==> src/rtl/clk_div_pkg.sv <==
// Shared divisor types and the switch-to-divisor table used by CLK_DIV_SR
// and by the clock divider that consumes its VAL_OUT word.
package clk_div_pkg;

   localparam int unsigned DIV_W = 33;
   localparam int unsigned SW_W  = 4;

   typedef logic [DIV_W-1:0] div_t;
   typedef logic [SW_W-1:0]  sw_t;

   // Divisors for a 100 MHz system clock; entry 0 parks the divider idle.
   localparam div_t DIV_TABLE [16] = '{
      div_t'(0),
      div_t'(1),
      div_t'(2),
      div_t'(4),
      div_t'(10),
      div_t'(100),
      div_t'(1_000),
      div_t'(10_000),
      div_t'(100_000),
      div_t'(500_000),
      div_t'(1_000_000),
      div_t'(5_000_000),
      div_t'(10_000_000),
      div_t'(50_000_000),
      div_t'(100_000_000),
      div_t'(64'h1_FFFF_FFFF)
   };

   function automatic div_t sw_to_div(input sw_t sw);
      return DIV_TABLE[sw];
   endfunction

endpackage

==> src/rtl/clk_div_counter.sv <==
// Programmable divider: one-cycle TICK_OUT every DIV_OUT enabled cycles and a
// toggled SCLK_OUT; new divisors are held pending until a period boundary.
module clk_div_counter
   import clk_div_pkg::*;
#(
   parameter int unsigned       WIDTH       = DIV_W,
   parameter logic [WIDTH-1:0]  DEFAULT_DIV = '0
) (
   input  logic             CLK,
   input  logic             RST_N,
   input  logic             EN,
   input  logic [WIDTH-1:0] VAL_IN,
   input  logic             VAL_LD,
   output logic             PEND_OUT,
   output logic [WIDTH-1:0] DIV_OUT,
   output logic             TICK_OUT,
   output logic             SCLK_OUT
);

   logic [WIDTH-1:0] cnt_q, cnt_d;
   logic [WIDTH-1:0] div_q, div_d;
   logic [WIDTH-1:0] pend_val_q, pend_val_d;
   logic             pend_q, pend_d;
   logic             tick_q, tick_d;
   logic             sclk_q, sclk_d;

   logic             idle;
   logic             terminal;
   logic             apply_ok;

   assign idle     = (div_q == '0);
   assign terminal = EN && !idle && (cnt_q == div_q - WIDTH'(1));
   // A load arriving on the same edge wins: the fresh value stays pending.
   assign apply_ok = pend_q && !VAL_LD;

   always_comb begin
      cnt_d      = cnt_q;
      div_d      = div_q;
      pend_val_d = pend_val_q;
      pend_d     = pend_q;
      tick_d     = 1'b0;
      sclk_d     = sclk_q;

      if (idle) begin
         cnt_d = '0;
         if (apply_ok) begin
            div_d  = pend_val_q;
            pend_d = 1'b0;
         end
      end else if (terminal) begin
         cnt_d  = '0;
         tick_d = 1'b1;
         sclk_d = ~sclk_q;
         if (apply_ok) begin
            div_d  = pend_val_q;
            pend_d = 1'b0;
         end
      end else if (EN) begin
         cnt_d = cnt_q + WIDTH'(1);
      end

      if (VAL_LD) begin
         pend_val_d = VAL_IN;
         pend_d     = 1'b1;
      end
   end

   always_ff @(posedge CLK or negedge RST_N) begin
      if (!RST_N) begin
         cnt_q      <= '0;
         div_q      <= DEFAULT_DIV;
         pend_val_q <= '0;
         pend_q     <= 1'b0;
         tick_q     <= 1'b0;
         sclk_q     <= 1'b0;
      end else begin
         cnt_q      <= cnt_d;
         div_q      <= div_d;
         pend_val_q <= pend_val_d;
         pend_q     <= pend_d;
         tick_q     <= tick_d;
         sclk_q     <= sclk_d;
      end
   end

   assign PEND_OUT = pend_q;
   assign DIV_OUT  = div_q;
   assign TICK_OUT = tick_q;
   assign SCLK_OUT = sclk_q;

endmodule

==> config.mk <==
export PLATFORM = sky130hd
export DESIGN_NAME = clk_div_counter
export DESIGN_NICKNAME = d
export VERILOG_FILES = /design/src/rtl/clk_div_pkg.sv /design/src/rtl/clk_div_counter.sv
export SDC_FILE = /design/constraint.sdc
export NUM_CORES = 1
export LEC_CHECK = 0
export ABC_CLOCK_PERIOD_IN_PS = 4400
export CORE_ASPECT_RATIO = 1.2
export CORE_UTILIZATION = 57
export DETAILED_ROUTE_END_ITERATION = 6
export HOLD_SLACK_MARGIN = 0.1
export PLACE_DENSITY_LB_ADDON = 0.15
export SLEW_MARGIN = 20
export SYNTH_ARGS = -nofsm -noshare
export SYNTH_HDL_FRONTEND = slang
export SYNTH_SLANG_ARGS = --single-unit
==> constraint.sdc <==
create_clock -name CLK -period 4.4 [get_ports CLK]
set_clock_uncertainty 0.15 [all_clocks]
set_input_delay 1.1 -clock CLK [delete_from_list [all_inputs] [get_ports CLK]]
set_output_delay 1.1 -clock CLK [all_outputs]
set_load 0.02 [all_outputs]
# --- Word-level counts from Yosys, hierarchy flattened ---
# Cells that the tools add are included.
totals:
  regBits: 102
classes:
  addsub: 2
  n_reduce_logical: 10
  n_eq_ne: 1
  bitwise: 2
  n_mux: 12
ops:
  columns: ["operator", "n"]
  rows:
  - ["$mux 33", 6]
  - ["$add 33x1->33 const B", 1]
  - ["$eq 33x33->1", 1]
  - ["$logic_not 33->1", 1]
  - ["$sub 33x1->33 const B", 1]
  - ["$mux 1", 6]
  - ["$reduce_bool 3->1", 2]
  - ["$logic_and 1x1->1", 3]
  - ["$logic_not 1->1", 2]
  - ["$not 1->1", 2]
  - ["$reduce_and 2->1", 1]
  - ["$reduce_bool 2->1", 1]

# --- Depth between registers and ports, before layout ---
logic_depth:
  word_depth: 7
  ltp_mapped: 12

# --- Least setup slack after synthesis ---
# OpenSTA, ideal clock, no wires.
synth_path:
  path_type: "flip-flop to flip-flop"
  start: "register div_q[0] (netlist: DIV_OUT[0])"
  end: "register cnt_q[3]"
  t_required_ns: 4.130
  synth_period_minus_slack_ns: 3.633
  stages_incl_launch_ff: 13
  arrival_time_ns: 3.364
  path_slack_ns: 0.767
  path_cell_list: "dfrtp_1 -> inv_1 -> ha_1 -> nor3b_4 -> nand4_2 -> or4_4 -> a2111oi_4 -> nand4_1 -> or4_4 -> buf_6 -> o21ai_4 -> buf_6 -> nor2_2"
synth_via:
  elab_chain_len: 6
  elab_cells_between_ends: 9
  classes_between: "add/sub: 1; eq/ne: 1; mux: 2; reduce/logical: 5"
synth_rtl:
  columns: ["element", "line_no", "rtl"]
  rows:
  - ["start, declared", "clk_div_counter.sv:21", "logic [WIDTH-1:0] div_q, div_d;"]
  - ["start signal, assigned", "clk_div_counter.sv:78", "div_q <= div_d;"]
  - ["parallel branches: the longest is 6 deep, another holds $sub 33x1->33", null, null]
  - ["end signal, assigned", "clk_div_counter.sv:77", "cnt_q <= cnt_d;"]
  - ["end, declared", "clk_div_counter.sv:20", "logic [WIDTH-1:0] cnt_q, cnt_d;"]
# Parallel ways; which one is timed is not known.
# A chain may end at the register's enable or synchronous reset.

# --- Worst setup path in the final report ---
layout_path:
  start: "register div_q[0] (netlist: DIV_OUT[0])"
  end: "register cnt_q[0]"
# Same word-level chain as after synthesis.

==> metrics.csv <==
metric,value,unit
Setup CP Type,reg2reg,
status,"complete, no violations",
Max IR drop VDD,0.235,mV
Fin. Hold Viols,0,
"most used cell, CP",or4_4,
worst hold start,SCLK_OUT,
top-area cell type share of the netlist area,38.9,%
Setup crit start kind,flip-flop,
I/O pin cnt,73,
Die Y,119,um
"Power, Total",2.19,mW
top_reg_cell synth,dfrtp_1,
fmax,258,MHz
worst-path maximum fanout,32,
Die ar.,11900,um2
Core Region,11100,um2
TritonCTS clock tree,yes,
Syn-to-layout area delta,18.0,%
Crit. End Element,flip-flop,
RSZ-0062 raised after global routing,no,
PD cells,283,nW/um2
vias,5716,
Worst Hold Class,reg2reg,
global placement routability congestion,0.943,
crit path time final,3880,ps
placed cell count,928,
synthesized instance count,730,
Critical Path Start,DIV_OUT[0],
MaxCap Viol Count,0,
fin worst setup slack,518,ps
CP max stage cell,or4_4,
postcts setup bufs,0,
reg2reg start,DIV_OUT[0],
clock-pin slew on the worst setup and hold paths,70,ps
"Seq/Total Area, Yosys",38.9,%
Worst path max stage delay,650,ps
FILL cells,886,
"Core Util, Final",69.4,%
hold_buf cts,0,
met3 GRT Util,5.53,%
Post-Syn Area,6560,um2
synth warn,0,
Final ANT Viol Nets,0,
Pins Over Slew Limit,0,
Placed Area,7430,um2
Total GRT Usage,30.7,%
Reg power frac,48.7,%
met1 usage,39.9,%
die width,99.9,um
global-route wire length before repair,28.3,mm
grt met2 use,50.3,%
net switching power,0.584,mW
Worst EP required,4490,ps
"Arr. time, crit path",3970,ps
Synth async-reset ratio,100,%
Post-Layout Cell Count,944,
Mean Syn Cell Area,8.98,um2
dpl ws,550,ps
Synth area leader,dfrtp_1,
initial antenna violation count,0,
most used routing layer,met2,
Slew headroom,46.8,%
fin nets,824,
ANT cells,0,
largest net degree at the start of global routing,63,
Net Sw Frac,26.7,%
final setup vio count,0,
post-route clock period utilization,88.2,%
DR pass1 iterations,5,
row cnt,42,
cell area after layout,7730,um2
dpl hpwl,12.9,mm
cts repair resizes,0,
most common library cell in the layout ignoring fill and taps,nand2_1,
grt ovf,0,
Fin Hold WS,322,ps
layout cell share with drive strength beyond 1,14.3,%
Setup TNS,0,ps
clk_lat worst skew,360,ps
Clk pwr share,37.9,%
Synth cell types,65,
Max clock buf depth,2,
Comb power frac,13.4,%
initial core utilization,58.9,%
vias per std cell,6.06,
vias in the first global route,5478,
P_leak,3.30,nW
Num CTS Buffers,9,
DRC errors left,0,
Yosys reg bits,102,
routed wire length,17.5,mm
DRT iter0 DRCs,398,
clock tree sinks,102,
IO buf count,72,
Avg WL per Cell,18.5,um
"EDFF count, synth",0,
Cell Int Power,1.60,mW
Synth Net Count,769,
CTS Root Cell,clkbuf_16,
Worst-Margin Slew,794,ps
crit-path cells,inv_1 > ha_1 > nor3b_4 > nand4_2 > or4_4 > a2111oi_4 > nand4_1 > or4_4 > o21ai_4 > buf_12 > nor2_1,
most frequent cells in the layout,"nand2_1 (111), dfrtp_1 (102), clkdlybuf4s50_1 (71)",
Synth area leaders,"dfrtp_1 (39%), nand2_1 (6.4%), mux2_2 (5.3%)",
number of H-tree levels,3,
==> flip-flops by register name, summed over array words and instances (netlist names) <==
signal      count
SCLK_OUT        1
TICK_OUT        1
pend_val_q     33
DIV_OUT        33
PEND_OUT        1
cnt_q          33
==> metal layers <==
| metal | wire length (um) | share of wire, % |
|---|---|---|
| met3 | 855 | 4.9 |
| met5 | 0 | 0 |
| met1 | 7480 | 43 |
| met2 | 8580 | 49 |
| met4 | 550 | 3.1 |
==> kinds of logic (layout without fill, tap and decap cells) <==
| family | Yosys count | in the layout | share of synthesized area, % |
|---|---|---|---|
| compound gates | 113 | 113 | 10.8 |
| xor+xnor | 73 | 73 | 9.75 |
| fa+ha+maj | 2 | 2 | 0.382 |
| buf+inv | 57 | 117 | 4.37 |
| flops | 102 | 102 | 38.9 |
| mux | 61 | 61 | 9.90 |
| simple gates | 322 | 322 | 25.9 |
==> power by group through the flow <==
| stage | combinational (mW) | clock (mW) | sequential [mW] |
|---|---|---|---|
| after floorplan | 0.199 | 0 | 1.05 |
| after global placement | 0.285 | 0 | 1.08 |
| after detailed placement | 0.295 | 0 | 1.08 |
| after global routing | 0.329 | 0.886 | 1.07 |
| final | 0.294 | 0.828 | 1.06 |
| after CTS | 0.296 | 0.839 | 1.06 |
==> critical path, delay by kind of cell, from the launching register on <==
kind,cells,cell delay (ps)
AOI/OAI and AO/OA,2,530
buffers and inverters,2,370
DFF,1,440
and+or+nand+nor,6,2030
adders and majority gates,1,260
==> final cells by class <==
| class | count | area (um2) | share of cell area (%) |
|---|---|---|---|
| clock buffer | 11 | 243 | 3.14 |
| timing repair buffer | 90 | 903 | 11.7 |
| multi-input combinational | 571 | 3740 | 48.3 |
| inverter | 11 | 41.3 | 0.534 |
| tap | 154 | 193 | 2.49 |
| clock inverter | 5 | 63.8 | 0.825 |
| sequential | 102 | 2550 | 33.0 |
==> Yosys cell counts (9+ instances only) <==
cell type,number
a21oi_1,38
buf_2,10
clkbuf_1,26
dfrtp_1,102
inv_1,11
mux2_2,31
mux2i_1,30
nand2_1,111
nand3_1,24
nand4_1,19
nor2_1,51
nor2_2,30
nor3_1,11
o21ai_0,39
or3_1,9
xnor2_1,37
xor2_1,36
==> worst paths after layout <==
path | endpoint | slack [ps] | depth (start not counted)
max | cnt_q[0] | 520 | 11
min | SCLK_OUT | 320 | 1
min reg2reg | SCLK_OUT | 320 | 1
min in group asynchronous | cnt_q[6] | 570 | 1
max reg2reg | cnt_q[0] | 520 | 11
max in group asynchronous | DIV_OUT[1] | 2810 | 2
Power figures use the tool's default switching activity.
